## src/rtl/k423_if_id_queue.sv

```systemverilog
// IF->ID decoupling queue: circular buffer of fetched packets (pc, inst,
// BPU prediction) with pass-through ready when full and flush on clear.
// Ports: clk_i/rst_n_i; pcu_clear_id_i, pcu_stall_id_i; if_* upstream
// packet + valid/ready; id_* head packet + valid/ready; id_queue_cnt_o.
module k423_if_id_queue #(
  parameter int DEPTH  = 4,
  parameter int ADDR_W = 32,
  parameter int INST_W = 32
) (
  input  logic                     clk_i,
  input  logic                     rst_n_i,
  input  logic                     pcu_clear_id_i,
  input  logic                     pcu_stall_id_i,
  input  logic                     if_stage_vld_i,
  output logic                     if_id_rdy_o,
  input  logic [ADDR_W-1:0]        if_pc_i,
  input  logic [INST_W-1:0]        if_inst_i,
  input  logic                     if_bpu_prd_tkn_i,
  input  logic [ADDR_W-1:0]        if_bpu_prd_pc_i,
  input  logic [1:0]               if_bpu_prd_sat_cnt_i,
  output logic                     id_stage_vld_o,
  input  logic                     id_stage_rdy_i,
  output logic [ADDR_W-1:0]        id_pc_o,
  output logic [INST_W-1:0]        id_inst_o,
  output logic                     id_bpu_prd_tkn_o,
  output logic [ADDR_W-1:0]        id_bpu_prd_pc_o,
  output logic [1:0]               id_bpu_prd_sat_cnt_o,
  output logic [$clog2(DEPTH):0]   id_queue_cnt_o
);

  localparam int PW = $clog2(DEPTH);
  localparam int CW = PW + 1;

  typedef struct packed {
    logic [ADDR_W-1:0] pc;
    logic [INST_W-1:0] inst;
    logic              tkn;
    logic [ADDR_W-1:0] tgt;
    logic [1:0]        sat;
  } pkt_t;

  pkt_t          mem_q [DEPTH];
  logic [PW-1:0] wr_ptr_q, wr_ptr_d;
  logic [PW-1:0] rd_ptr_q, rd_ptr_d;
  logic [CW-1:0] cnt_q, cnt_d;

  logic empty, full, enq, deq, hs;
  pkt_t wr_pkt, head;

  assign empty = (cnt_q == '0);
  assign full  = (cnt_q == CW'(DEPTH));

  assign id_stage_vld_o = ~empty & ~pcu_stall_id_i;
  assign hs             = id_stage_vld_o & id_stage_rdy_i;
  // A dequeue in the same cycle frees the slot, so ready passes through.
  assign if_id_rdy_o    = ~full | hs;

  assign enq = if_stage_vld_i & if_id_rdy_o & ~pcu_clear_id_i;
  assign deq = hs & ~pcu_clear_id_i;

  assign wr_pkt = '{
    pc:   if_pc_i,
    inst: if_inst_i,
    tkn:  if_bpu_prd_tkn_i,
    tgt:  if_bpu_prd_pc_i,
    sat:  if_bpu_prd_sat_cnt_i
  };

  assign head = empty ? '0 : mem_q[rd_ptr_q];

  assign id_pc_o              = head.pc;
  assign id_inst_o            = head.inst;
  assign id_bpu_prd_tkn_o     = head.tkn;
  assign id_bpu_prd_pc_o      = head.tgt;
  assign id_bpu_prd_sat_cnt_o = head.sat;
  assign id_queue_cnt_o       = cnt_q;

  always_comb begin
    wr_ptr_d = wr_ptr_q;
    rd_ptr_d = rd_ptr_q;
    cnt_d    = cnt_q;
    if (pcu_clear_id_i) begin
      wr_ptr_d = '0;
      rd_ptr_d = '0;
      cnt_d    = '0;
    end else begin
      if (enq) wr_ptr_d = wr_ptr_q + PW'(1);
      if (deq) rd_ptr_d = rd_ptr_q + PW'(1);
      unique case (1'b1)
        enq & ~deq: cnt_d = cnt_q + CW'(1);
        deq & ~enq: cnt_d = cnt_q - CW'(1);
        default:    cnt_d = cnt_q;
      endcase
    end
  end

  always_ff @(posedge clk_i or negedge rst_n_i) begin
    if (!rst_n_i) begin
      wr_ptr_q <= '0;
      rd_ptr_q <= '0;
      cnt_q    <= '0;
    end else begin
      wr_ptr_q <= wr_ptr_d;
      rd_ptr_q <= rd_ptr_d;
      cnt_q    <= cnt_d;
    end
  end

  // When full, wr_ptr == rd_ptr: the head is read combinationally
  // before this edge overwrites it.
  always_ff @(posedge clk_i) begin
    if (enq) mem_q[wr_ptr_q] <= wr_pkt;
  end

endmodule

```

## config.mk

```make
export PLATFORM = sky130hd
export DESIGN_NAME = k423_if_id_queue
export DESIGN_NICKNAME = d
export VERILOG_FILES = /design/src/rtl/k423_if_id_queue.sv
export SDC_FILE = /design/constraint.sdc
export NUM_CORES = 1
export LEC_CHECK = 0
export CORE_UTILIZATION = 59
export CTS_CLUSTER_DIAMETER = 30
export DETAILED_ROUTE_END_ITERATION = 8
export GPL_TIMING_DRIVEN = 0
export PLACE_DENSITY = 0.85
export SYNTH_ARGS = -nofsm -noshare
export SYNTH_HDL_FRONTEND = slang
export SYNTH_SLANG_ARGS = --single-unit
```

## constraint.sdc

```tcl
create_clock -name clk_i -period 11.5 [get_ports clk_i]
set_clock_uncertainty 0.15 [all_clocks]
set_input_delay 2.3 -clock clk_i [delete_from_list [all_inputs] [get_ports clk_i]]
set_output_delay 2.3 -clock clk_i [all_outputs]
set_load 0.005 [all_outputs]
```

# Yosys cells after proc, flatten, opt, wreduce, memory -nomap -nowiden
# Memories as Yosys holds them, arrays and structs flattened.
# Cells that the tools add are included.
# totals
ff_bits	7
ramBits	396
in_bits	105
out_inout_bits	104
word_cells	36
n_memories	1
# op_classes
n_addsub	4
n_eq_ne	1
n_mux	9
n_bitwise	14
n_reduce_logical	4
# mem_list
name	depth	width	read_ports	rd_clocked_by_memory_dff	wr	line_no	source
mem_q	4	99	1	0	1	42	pkt_t mem_q [DEPTH];
# op_table
cell	n
$mux 99	1
$mux 2	4
$and 1x1->1	7
$not 1->1	6
$pmux 3 s2	1
$add 2x1->2 const B	2
$reduce_bool 2->1	2
$add 3x1->3 const B	1
$eq 3x3->1 const B	1
$logic_not 3->1	1
$mux 3	1
$reduce_bool 3->1	1
$sub 3x1->3 const B	1
$mux 1	2
$or 1x1->1	1

# Longest topological paths before layout
# logic_depth
word_depth	11
mapped_depth	8
depth_no_buf	6

# Least setup slack after synthesis
# Ideal clock, no wire load.
# synth_timing
path_kind	input port to flip-flop
start	input port pcu_stall_id_i
end	memory mem_q[0][0] (netlist name), enable pin
setup_ns	0.469
t_arrival_ns	5.305
required_time_ns	10.881
setup_slack_ns	5.576
cell_stages	4
n_path_buf	1
path_cell_list	nand2b_1 > buf_2 > a311oi_1 > and2_1
# synth_between
elab_chain_cells	8
# synth_rtl
element	line_no	source
from (decl)	13	input logic pcu_stall_id_i,
$not 1->1	53	assign id_stage_vld_o = ~empty & ~pcu_stall_id_i;
$and 1x1->1	53	
$and 1x1->1	54	assign hs = id_stage_vld_o & id_stage_rdy_i;
$or 1x1->1	56	assign if_id_rdy_o = ~full | hs;
$and 1x1->1 (2 in a row)	58	assign enq = if_stage_vld_i & if_id_rdy_o & ~pcu_clear_id_i;
$mux 1	112	if (enq) mem_q[wr_ptr_q] <= wr_pkt;
$mux 1 (implied by the code)	112	
to (decl)	42	
# No other way between the ends.

# Worst setup path in the final report
# layout_timing
start	input port pcu_stall_id_i
end	output port if_id_rdy_o
# layout_between
elab_chain_cells	4
# layout_rtl
element	line_no	source
$not 1->1	53	
$and 1x1->1	53	
$and 1x1->1	54	
$or 1x1->1	56	
to (decl)	15	output logic if_id_rdy_o,
# No other way between the ends.

==> summary.md <==
| Metric | Value |
|---|---|
| Outcome | `completed` |
| CTS HTree Levels | `3` |
| Hold_buf cts | `0` |
| DRT antenna net count | `0` |
| Worst path cell trace | `clkdlybuf4s50_1 -> nand2b_1 -> buf_2 -> nand3_1 -> clkdlybuf4s50_1` |
| Yosys warnings | `0` |
| Final std cells w/o fill | `~1.4k` |
| Peak Freq | `roughly 0.16 GHz` |
| Met3 WL post-DR | `a little under 3000 µm` |
| Seq cells post-synth | `403` |
| CTS buffer count | `70` |
| Top cell type by total area after synthesis | `edfxtp_1` |
| Crit end category | `output port` |
| Syn-to-layout area delta | `32.2%` |
| Post_cts resized | `0` |
| Mean area per synthesized cell | `22.4 µm²` |
| Min Tclk post-route | `approximately 6.3 ns` |
| Total number of vias | `between 8k and 9k` |
| Top cell by count, worst path | `clkdlybuf4s50_1` |
| Detailed Route Iter0 Violations | `roughly 540` |
| Worst EP required | `slightly above 9 ns` |
| Critical path's largest stage delay | `0.59 ns` |
| Count of cell types in the netlist | `37` |
| Core Box Area | `25,500 µm²` |
| Slew Viols, Final | `0` |
| Register area share after synthesis | `about 80%` |
| Final #Nets | `1,086` |
| Vias/cell | `a little under 6` |
| Maximum fanout along the worst path | `10` |
| Top post-synthesis cells by area | `edfxtp_1 (77%), mux4_2 (14%), nor2b_1 (4.1%)` |
| Post-layout util | `just over 80%` |
| Cell Area, Synth | `between 15,000 and 20,000 µm²` |
| CP max-delay cell | `clkdlybuf4s50_1` |
| Clock sink total | `a little over 400` |
| Vias in the first global route | `~8.5k` |
| Rows | `just under 60` |
| Worst Setup Start Kind | `primary input` |
| Slew margin rel. | `45.6%` |
| Chip Width | `roughly 160 µm` |
| Top Ports | `about 210` |
| Layout cells sized above 1 | `between 20% and 30%` |
| Worst-margin pin slew | `0.816 ns` |
| Postcts setup bufs | `0` |
| Top delay family on crit path | `buffers and inverters` |
| Setup-failing EPs final | `0` |
| Clock Pin Slew Worst Setup and Hold Paths | `~0.05 ns` |
| Post-synth EDFFs | `around 400` |
| Total Power | `approximately 4000 µW` |
| Final worst-path cycle share | `roughly 55%` |
| Initial Util | `between 60% and 70%` |
| Max Used Layer | `met4` |
| Total track usage | `between 20% and 30%` |
| Worst-case clock buffer depth | `3` |
| Critical path class | `in -> out` |
| WL met2 | `17,300 µm` |
| Final WL | `around 33,000 µm` |
| Initial antenna violation count | `3` |
| Hold Path Class | `reg -> reg` |
| Main synth FF type | `edfxtp_1` |
| Port Buffers | `207` |
| Die H | `between 150 and 200 µm` |
| WP buf/inv | `3` |
| Routability cong. | `0.815` |
| Largest net degree at the start of global routing | `56` |
| Post-DR wirelength/cell | `around 25 µm` |
| Post-synth top area share | `about 77%` |
| Worst-Skew Late Latency | `0.55 ns` |
| DIE AREA | `~27,000 µm²` |
| Ys async rst share | `under 10%` |
| WP data arrival | `around 3.9 ns` |
| DRC Markers | `0` |
| DP HPWL | `between 15,000 and 20,000 µm` |
| Synth Net Count | `~800` |
| Unrepaired setup endpoints after global routing | `no` |
| CTS tree | `done` |
| Congestion Overflow GR | `0` |
| Root Buffer | `clkbuf_16` |
| Cell area power density | `between 150 and 200 nW/µm²` |
| WL met1 | `12,500 µm` |
| Fillers | `about 1.2k` |
| Setup TNS | `0 ns` |
| Max Cap Violations | `0` |
| Pre-antenna DRT Iters | `5` |
| Final hold vios | `0` |
| Hold WS | `about 0.5 ns` |
| Mapped Cells | `just under 700` |
| Inst Count DP | `between 1k and 1.5k` |
| LEAKAGE | `around 0.0066 µW` |
| Peak VDD IR | `between 0.00015 and 0.0002 V` |
| First-pass GRT wire length | `50,000 µm` |
## flip-flops by register name (all words and copies together) (netlist names)
name            count
id_queue_cnt_o      3
wr_ptr_q            2
rd_ptr_q            2
mem_q             396
## cells in the mapped netlist (2+ instances only)
cell type,instances
a21oi_1,3
a221oi_1,2
a311oi_1,2
and2_1,4
buf_2,6
buf_4,11
clkbuf_1,19
dfrtp_1,7
edfxtp_1,396
ha_1,4
inv_1,4
mux4_2,99
nand2_1,3
nand2b_1,3
nor2_1,5
nor2b_1,101
or3_1,2
or4_1,2
## report_power, final
| group | internal [µW] | total (µW) | switching (µW) | leakage [µW] |
|---|---|---|---|---|
| clock | 1350 | 2060 | 705 | 0.00114 |
| combinational | 192 | 349 | 157 | 0.00180 |
| sequential | 1660 | 1680 | 13.4 | 0.00369 |
| total | 3210 | 4090 | 875 | 0.00663 |
## layout make-up
type                            count  area [µm²]  share of cell area, %
Clock buffer                       79        1830                   8.92
Buffer                             37         195                  0.952
Clock inverter                     48         542                   2.64
Multi-Input combinational cell    248        3230                   15.8
Tap cell                          330         413                   2.01
Timing Repair Buffer              212        2190                   10.7
Inverter                            4        15.0                 0.0733
Sequential cell                   403       12100                   58.9
Antenna cell                        2        5.00                 0.0244
## worst min-delay path, stage by stage, from the launching register on
cell,delay (ns)
dfrtp_1,0.41
nand2b_1,0.10
mux2i_1,0.08
## layout by cell type (no fill, tap or decap), types with 5 or more instances in the layout
| cell | instances |
|---|---|
| edfxtp_1 | 396 |
| clkdlybuf4s50_1 | 207 |
| nor2b_1 | 101 |
| mux4_2 | 99 |
| clkbuf_16 | 72 |
| clkbuf_1 | 26 |
| clkinv_1 | 13 |
| buf_4 | 11 |
| clkinv_2 | 10 |
| bufinv_16 | 9 |
| clkinvlp_4 | 7 |
| dfrtp_1 | 7 |
| buf_2 | 6 |
| nor2_1 | 5 |
## cells by family after synthesis
kind of cell / share of synthesized area [%]
muxes: 14.5
adders and majority gates: 0.452
buffers and inverters: 1.36
DFF: 77.8
xor gates and xnor gates: 0.0565
AOI/OAI and AO/OA: 0.735
and+or+nand+nor: 5.04
## through the flow
step / instance area [µm²] / setup WS (ns)
2_1_floorplan: 15500 / 5.58
3_3_place_gp: 18000 / 3.24
3_5_place_dp: 18100 / 5.24
4_1_cts: 20500 / 5.18
5_1_grt: 20500 / 5.11
6_report: 20500 / 5.16
## layer usage
metal	global-route usage (%)	up-vias
met5	0	-
met4	9.05	0
met3	7.78	50
met2	42.9	406
met1	32.7	4135
li1	-	3442
## final timing paths
kind	from	end	slack [ns]	cells after the start
setup / recovery	pcu_stall_id_i	if_id_rdy_o	5.16	5
hold / removal	wr_ptr_q[1]$_DFFE_PN0P_	wr_ptr_q[1]$_DFFE_PN0P_	0.49	2
setup reg to reg	id_queue_cnt_o[0]$_DFFE_PN0P_	mem_q[0][30]$_DFFE_PP_	8.39	4
hold reg to reg	wr_ptr_q[1]$_DFFE_PN0P_	wr_ptr_q[1]$_DFFE_PN0P_	0.49	2
max in group asynchronous	rst_n_i	rd_ptr_q[0]$_DFFE_PN0P_	9.07	1
min in group asynchronous	rst_n_i	id_queue_cnt_o[2]$_DFFE_PN0P_	1.87	1
Note: power is estimated with default switching activity, not from simulation.
